File: config.mk
export PLATFORM = sky130hd
export DESIGN_NAME = hazard_ctrl_flat
export DESIGN_NICKNAME = d
export VERILOG_FILES = /design/src/rtl/hazard_ctrl_if.sv /design/src/rtl/hazard_ctrl.sv /design/src/flat_wrapper.sv
export SDC_FILE = /design/constraint.sdc
export NUM_CORES = 1
export LEC_CHECK = 0
export CORE_MARGIN = 1
export CORE_UTILIZATION = 44
export CTS_BUF_LIST = sky130_fd_sc_hd__clkbuf_4 sky130_fd_sc_hd__clkbuf_8
export CTS_CLUSTER_DIAMETER = 40
export DETAILED_ROUTE_END_ITERATION = 10
export GPL_TIMING_DRIVEN = 1
export PLACE_DENSITY = 0.88
export SLEW_MARGIN = 20
export SYNTH_ARGS = -nofsm -noshare
export SYNTH_HDL_FRONTEND = slang
export SYNTH_SLANG_ARGS = --single-unit
File: constraint.sdc
create_clock -name clk -period 1.8 [get_ports clk]
set_input_delay 0.18 -clock clk [delete_from_list [all_inputs] [get_ports clk]]
set_output_delay 0.18 -clock clk [all_outputs]
set_load 0.03 [all_outputs]
File: src/rtl/hazard_ctrl_if.sv
// Hazard-control bundle between the pipeline datapath and the stall/flush
// sequencer: hazard-detection inputs from ID/EX and the per-stage control
// outputs plus performance counters.
interface hazard_ctrl_if #(
  parameter int CNT_W = 16
);
  logic [4:0]       id_rs1;
  logic [4:0]       id_rs2;
  logic             id_rs1_used;
  logic             id_rs2_used;
  logic [4:0]       ex_rd;
  logic             ex_mem_read;
  logic             ex_branch_taken;
  logic             ex_md_start;
  logic             md_done;
  logic             pc_stall;
  logic             if_id_stall;
  logic             if_id_flush;
  logic             id_ex_stall;
  logic             id_ex_flush;
  logic             ex_mem_flush;
  logic             md_timeout;
  logic [CNT_W-1:0] stall_cnt;
  logic [CNT_W-1:0] flush_cnt;

  // Pipeline side: supplies hazard information, consumes stall/flush controls.
  modport master (
    output id_rs1, id_rs2, id_rs1_used, id_rs2_used,
    output ex_rd, ex_mem_read, ex_branch_taken, ex_md_start, md_done,
    input  pc_stall, if_id_stall, if_id_flush, id_ex_stall, id_ex_flush,
    input  ex_mem_flush, md_timeout, stall_cnt, flush_cnt
  );

  // Sequencer side.
  modport slave (
    input  id_rs1, id_rs2, id_rs1_used, id_rs2_used,
    input  ex_rd, ex_mem_read, ex_branch_taken, ex_md_start, md_done,
    output pc_stall, if_id_stall, if_id_flush, id_ex_stall, id_ex_flush,
    output ex_mem_flush, md_timeout, stall_cnt, flush_cnt
  );
endinterface

File: src/rtl/hazard_ctrl.sv
// Central stall/flush sequencer for the 5-stage pipeline. Resolves load-use
// hazards, taken redirects and multi-cycle MUL/DIV occupancy of EX, and keeps
// saturating stall/flush event counters. Control outputs are combinational.
module hazard_ctrl #(
  parameter int MD_TIMEOUT = 64,
  parameter int CNT_W      = 16
) (
  input logic         clk,
  input logic         rst,
  hazard_ctrl_if.slave hz
);
  localparam int TMR_W = (MD_TIMEOUT > 2) ? $clog2(MD_TIMEOUT) : 1;
  localparam logic [TMR_W-1:0] TMR_LAST = TMR_W'(MD_TIMEOUT - 1);

  typedef enum logic [0:0] {
    RUN     = 1'b0,
    MD_BUSY = 1'b1
  } state_t;

  state_t           state, state_nxt;
  logic [TMR_W-1:0] md_timer;
  logic [CNT_W-1:0] stall_cnt, flush_cnt;
  logic             load_use;
  logic             pc_stall, if_id_stall, if_id_flush;
  logic             id_ex_stall, id_ex_flush, ex_mem_flush, md_timeout;

  function automatic logic [CNT_W-1:0] sat_inc(input logic [CNT_W-1:0] v);
    return (&v) ? v : v + CNT_W'(1);
  endfunction

  // Load in EX whose destination feeds a source the ID instruction reads.
  assign load_use = hz.ex_mem_read && (hz.ex_rd != 5'd0) &&
                    ((hz.id_rs1_used && (hz.id_rs1 == hz.ex_rd)) ||
                     (hz.id_rs2_used && (hz.id_rs2 == hz.ex_rd)));

  // Next-state and stall/flush decode; a redirect beats load-use because the
  // instruction in ID is on the wrong path and gets flushed anyway.
  always_comb begin
    state_nxt    = state;
    pc_stall     = 1'b0;
    if_id_stall  = 1'b0;
    if_id_flush  = 1'b0;
    id_ex_stall  = 1'b0;
    id_ex_flush  = 1'b0;
    ex_mem_flush = 1'b0;
    md_timeout   = 1'b0;
    case (state)
      RUN: begin
        if (hz.ex_branch_taken) begin
          if_id_flush = 1'b1;
          id_ex_flush = 1'b1;
        end else if (load_use) begin
          pc_stall    = 1'b1;
          if_id_stall = 1'b1;
          id_ex_flush = 1'b1;
        end
        if (hz.ex_md_start && !hz.md_done) state_nxt = MD_BUSY;
      end
      MD_BUSY: begin
        if (hz.md_done) begin
          state_nxt = RUN;
        end else if (md_timer == TMR_LAST) begin
          state_nxt  = RUN;
          md_timeout = 1'b1;
        end else begin
          pc_stall     = 1'b1;
          if_id_stall  = 1'b1;
          id_ex_stall  = 1'b1;
          ex_mem_flush = 1'b1;
        end
      end
      default: state_nxt = RUN;
    endcase
  end

  // State register.
  always_ff @(posedge clk) begin
    if (rst) state <= RUN;
    else     state <= state_nxt;
  end

  // MUL/DIV occupancy timer: held at zero in RUN so every entry starts fresh.
  always_ff @(posedge clk) begin
    if (rst || (state == RUN)) md_timer <= '0;
    else                       md_timer <= md_timer + TMR_W'(1);
  end

  // Saturating event counters.
  always_ff @(posedge clk) begin
    if (rst) begin
      stall_cnt <= '0;
      flush_cnt <= '0;
    end else begin
      if (pc_stall)    stall_cnt <= sat_inc(stall_cnt);
      if (if_id_flush) flush_cnt <= sat_inc(flush_cnt);
    end
  end

  assign hz.pc_stall     = pc_stall;
  assign hz.if_id_stall  = if_id_stall;
  assign hz.if_id_flush  = if_id_flush;
  assign hz.id_ex_stall  = id_ex_stall;
  assign hz.id_ex_flush  = id_ex_flush;
  assign hz.ex_mem_flush = ex_mem_flush;
  assign hz.md_timeout   = md_timeout;
  assign hz.stall_cnt    = stall_cnt;
  assign hz.flush_cnt    = flush_cnt;
endmodule
File: src/flat_wrapper.sv
// flat-port wrapper written by rule: the top's interface ports become plain ports
module hazard_ctrl_flat 
#(
  parameter int MD_TIMEOUT = 64,
  parameter int CNT_W      = 16
)
  (clk, rst, hz_id_rs1, hz_id_rs2, hz_id_rs1_used, hz_id_rs2_used, hz_ex_rd, hz_ex_mem_read, hz_ex_branch_taken, hz_ex_md_start, hz_md_done, hz_pc_stall, hz_if_id_stall, hz_if_id_flush, hz_id_ex_stall, hz_id_ex_flush, hz_ex_mem_flush, hz_md_timeout, hz_stall_cnt, hz_flush_cnt);
  hazard_ctrl_if #(.CNT_W(CNT_W)) hz_i ();
  input logic clk;
  input logic rst;
  input wire logic [$bits(hz_i.id_rs1)-1:0] hz_id_rs1;
  input wire logic [$bits(hz_i.id_rs2)-1:0] hz_id_rs2;
  input wire logic [$bits(hz_i.id_rs1_used)-1:0] hz_id_rs1_used;
  input wire logic [$bits(hz_i.id_rs2_used)-1:0] hz_id_rs2_used;
  input wire logic [$bits(hz_i.ex_rd)-1:0] hz_ex_rd;
  input wire logic [$bits(hz_i.ex_mem_read)-1:0] hz_ex_mem_read;
  input wire logic [$bits(hz_i.ex_branch_taken)-1:0] hz_ex_branch_taken;
  input wire logic [$bits(hz_i.ex_md_start)-1:0] hz_ex_md_start;
  input wire logic [$bits(hz_i.md_done)-1:0] hz_md_done;
  output wire logic [$bits(hz_i.pc_stall)-1:0] hz_pc_stall;
  output wire logic [$bits(hz_i.if_id_stall)-1:0] hz_if_id_stall;
  output wire logic [$bits(hz_i.if_id_flush)-1:0] hz_if_id_flush;
  output wire logic [$bits(hz_i.id_ex_stall)-1:0] hz_id_ex_stall;
  output wire logic [$bits(hz_i.id_ex_flush)-1:0] hz_id_ex_flush;
  output wire logic [$bits(hz_i.ex_mem_flush)-1:0] hz_ex_mem_flush;
  output wire logic [$bits(hz_i.md_timeout)-1:0] hz_md_timeout;
  output wire logic [$bits(hz_i.stall_cnt)-1:0] hz_stall_cnt;
  output wire logic [$bits(hz_i.flush_cnt)-1:0] hz_flush_cnt;
  assign hz_i.id_rs1 = hz_id_rs1;
  assign hz_i.id_rs2 = hz_id_rs2;
  assign hz_i.id_rs1_used = hz_id_rs1_used;
  assign hz_i.id_rs2_used = hz_id_rs2_used;
  assign hz_i.ex_rd = hz_ex_rd;
  assign hz_i.ex_mem_read = hz_ex_mem_read;
  assign hz_i.ex_branch_taken = hz_ex_branch_taken;
  assign hz_i.ex_md_start = hz_ex_md_start;
  assign hz_i.md_done = hz_md_done;
  assign hz_pc_stall = hz_i.pc_stall;
  assign hz_if_id_stall = hz_i.if_id_stall;
  assign hz_if_id_flush = hz_i.if_id_flush;
  assign hz_id_ex_stall = hz_i.id_ex_stall;
  assign hz_id_ex_flush = hz_i.id_ex_flush;
  assign hz_ex_mem_flush = hz_i.ex_mem_flush;
  assign hz_md_timeout = hz_i.md_timeout;
  assign hz_stall_cnt = hz_i.stall_cnt;
  assign hz_flush_cnt = hz_i.flush_cnt;
  hazard_ctrl #(.MD_TIMEOUT(MD_TIMEOUT), .CNT_W(CNT_W)) u_core (.clk(clk), .rst(rst), .hz(hz_i));
endmodule
==> reports/results.md <==
| Item | Reported |
|---|---|
| Outcome | finished, violations left |
| Failing checks | setup timing |
| Critical path's largest stage delay | 430 ps |
| Via density | 5.56 |
| Setup TNS Final | -212 ps |
| Maximum number of pins on one net before global-route repair | 33 |
| Detailed-routing iteration count for the pre-antenna-repair pass | 5 |
| Cell count after placement | 396 |
| Critical path buffers and inverters | 2 |
| Die X | 69.7 um |
| Worst hold path type | input port to register |
| Remaining global-route overflow | 0 |
| Die boundary height | 69.7 um |
| Path type of the worst setup path | register to register |
| Static Leakage | 1.30 nW |
| Most common library cell in the layout ignoring fill and taps | sky130_fd_sc_hd__buf_4 |
| Crit path setup slack, layout | -64.1 ps |
| GRT Util Overall | 24.7% |
| Placed cell areas | 3100 um^2 |
| Achievable clock frequency | 536 MHz |
| Effective utilization at floorplan | 45.9% |
| Power density over cell area | 510 nW/um^2 |
| Wire length of the first global-routing pass | 9770 um |
| DP HPWL | 4130 um |
| Final Instance Area | 3470 um^2 |
| Worst-case vdd ir drop | 0.402 mV |
| Number of max-capacitance violations reported | 0 |
| Antenna-violating nets left | 0 |
| Number of global-route vias before repair | 2164 |
| Synthesized flop and latch total | 39 |
| Share of synthesized area occupied by flip-flops and latches | 38.8% |
| RSZ-0062 raised after global routing | true |
| Share of final-layout standard cells stronger than drive strength 1 | 40.2% |
| Worst-margin pin slew | 331 ps |
| Required arrival time at the worst endpoint | 1980 ps |
| Cell-by-cell trace of the critical path | and4_4 > buf_6 > nand2_2 > a311o_2 > buf_4 > o31ai_1 > a21oi_2 |
| Net switching power | 459 uW |
| Diodes inserted | 0 |
| Library cells used by synthesis | 41 |
| Synthesized netlist cell count | 241 |
| Type of destination of the critical path | register |
| Fraction of registers with async set or reset after synthesis | 0% |
| # clock sinks | 39 |
| Clock transition time at the flip-flop clock pins of the worst setup and hold paths | 80 ps |
| Arrival time at the worst endpoint | 2040 ps |
| Number of top-level design ports | 62 |
| H-tree depth | 2 |
| Post-Synthesis Net Count | 267 |
| Switching part of the total power | 25.9% |
| Ratio of final minimum period to clock period | 104% |
| Clock period minus final worst setup slack | 1860 ps |
| WL final | 6800 um |
| Setup-violating endpoint count in the final report | 6 |
| Nets@finish | 386 |
| Post-synth top flop | sky130_fd_sc_hd__dfxtp_1 |
| Relative slew slack | 77.8% |
| FP Rows | 24 |
| Setup skew after layout | 4.53 ps |
| Number of enable flip-flop cells after synthesis | 0 |
| Number of hold violations in the final report | 0 |
| Combinational group share of total power | 16.5% |
| Placeable core area | 4380 um^2 |
| Average wire length per cell after detail routing | 16.5 um |
| Area growth syn-to-layout | 72.2% |
| Number of CTS-inserted buffers | 5 |
| Sequential cell fraction of total power | 48.9% |
| Worst-Skew Late Latency | 290 ps |
| Area enclosed by the die boundary | 4850 um^2 |
| Mean cell area of the mapped netlist | 8.36 um^2 |
| Post-route DRC | 0 |
| Internal power of the cells | 1.31 mW |
| Placer congestion estimate | 0.859 |
| Share of power burned in the clock network | 34.6% |
| Via total after detailed routing | 2297 |
| Family with the most delay on the worst path | compound AO/OA/AOI/OAI gates |
| Netlist area before placement | 2010 um^2 |
| Clock root cell | sky130_fd_sc_hd__clkbuf_8 |
| Number of buffers added on ports | 61 |
| Max-slew violations | 0 |
| Leading cell types in the layout, fill and taps excluded | 57 x sky130_fd_sc_hd__buf_4, 39 x sky130_fd_sc_hd__clkdlybuf4s50_1, 25 x sky130_fd_sc_hd__nor2_1, 17 x sky130_fd_sc_hd__xnor2_1, 17 x sky130_fd_sc_hd__dfxtp_1 |
| Type of origin of the critical path | register |
| TritonCTS clock tree | built |
| # fillers | 264 |
| Buffer depth of the longest clock path | 2 |
| Number of antenna violations at the first check in global routing | 0 |
| Number of cells in the finished layout apart from fillers | 413 |
| Yosys warning count | 0 |
| Slowest-stage cell, CP | sky130_fd_sc_hd__a311o_2 |
| Initial DRC count | 156 |
| Crit Path Max Fanout | 6 |
-- repair_timing --
| item | in CTS | in global routing |
|---|---|---|
| hold buffers | 0 | 0 |
| resized for setup | 51 | 34 |
| setup buffers | 5 | 4 |
| pin swaps | 18 | 23 |
| setup endpoints to repair | 30 | 20 |
-- final cells by class --
class                      count  area [um^2]  share of cell area [%]
clock buffer                   7         83.8                    2.42
clock inverter                 1         5.00                   0.144
inverter                       8         30.0                   0.865
multi-input combinational    183         1340                    38.7
sequential                    39          828                    23.9
tap                           52         65.1                    1.88
timing repair buffer         123         1110                    32.1
-- state kept, by name (all words and copies together) (netlist names) --
signal,count
u_core.hz.stall_cnt,16
u_core.md_timer,6
u_core.hz.flush_cnt,16
u_core.state,1
-- power groups by stage --
stage / clock (mW) / combinational [mW] / sequential, mW
floorplan: 0 / 0.0997 / 0.905
global placement: 0 / 0.243 / 0.886
detailed placement: 0 / 0.252 / 0.887
CTS: 0.612 / 0.270 / 0.866
global route: 0.651 / 0.306 / 0.866
finish: 0.613 / 0.291 / 0.866
-- cell usage after synthesis (all sizes together) (2+ instances only) --
cell | number | area share [%]
clkbuf | 5 | 0.93
nand2 | 17 | 3.2
and4 | 2 | 0.87
and2 | 2 | 0.62
or4 | 6 | 2.2
o21ai | 11 | 2.7
nand4 | 6 | 1.9
dfxtp | 39 | 39
and3 | 3 | 1.2
nand3 | 15 | 3.7
ha | 3 | 1.9
nor3 | 10 | 2.5
inv | 8 | 1.5
or3 | 12 | 3.7
xnor2 | 22 | 10
nor2 | 29 | 5.4
a31oi | 2 | 0.93
xor2 | 5 | 2.2
buf | 6 | 2.4
mux2i | 2 | 0.99
o21a | 2 | 0.75
o31ai | 6 | 2.5
a21oi | 17 | 4.2
-- cells by family (layout without fill, tap and decap cells) --
kind of cell	count (synthesis)	after routing	synth area share, %
AO/OA/AOI/OAI	44	44	14.2
XOR/XNOR	27	27	12.5
adder cells (fa/ha/maj)	3	3	1.86
buffers and inverters	19	139	4.78
flip-flops	39	39	38.8
multiplexers	2	2	0.994
AND/OR/NAND/NOR	107	107	27.0
-- metal layers --
metal	share of wire, %	global-route usage (%)	vias to the layer above
met4	4.1	9.11	0
met2	53	45.6	98
met3	5.1	5.09	29
li1	-	-	1089
met1	38	27.7	1081
met5	0	0	-
-- worst paths after layout --
path / startpoint / endpoint / slack (ps) / cells past startpoint
min reg2reg: u_core.hz.stall_cnt[10] / u_core.hz.stall_cnt[10] / 520 / 2
max reg2reg: u_core.hz.stall_cnt[2] / u_core.hz.stall_cnt[13] / -60 / 7
max: u_core.hz.stall_cnt[2] / u_core.hz.stall_cnt[13] / -60 / 7
min: hz_md_done / u_core.state / 460 / 2
-- through the flow --
stage	total power [mW]	worst slack (ps)	hold WS [ps]	util [%]
2_1_floorplan	1.00	-63.4	270	-
3_3_place_gp	1.13	-696	474	70.7
3_5_place_dp	1.14	-765	487	70.7
4_1_cts	1.75	-19.7	464	75.6
5_1_grt	1.82	-133	489	79.1
6_report	1.77	-64.1	460	79.1
No activity file was read; power rests on OpenSTA's default activity.
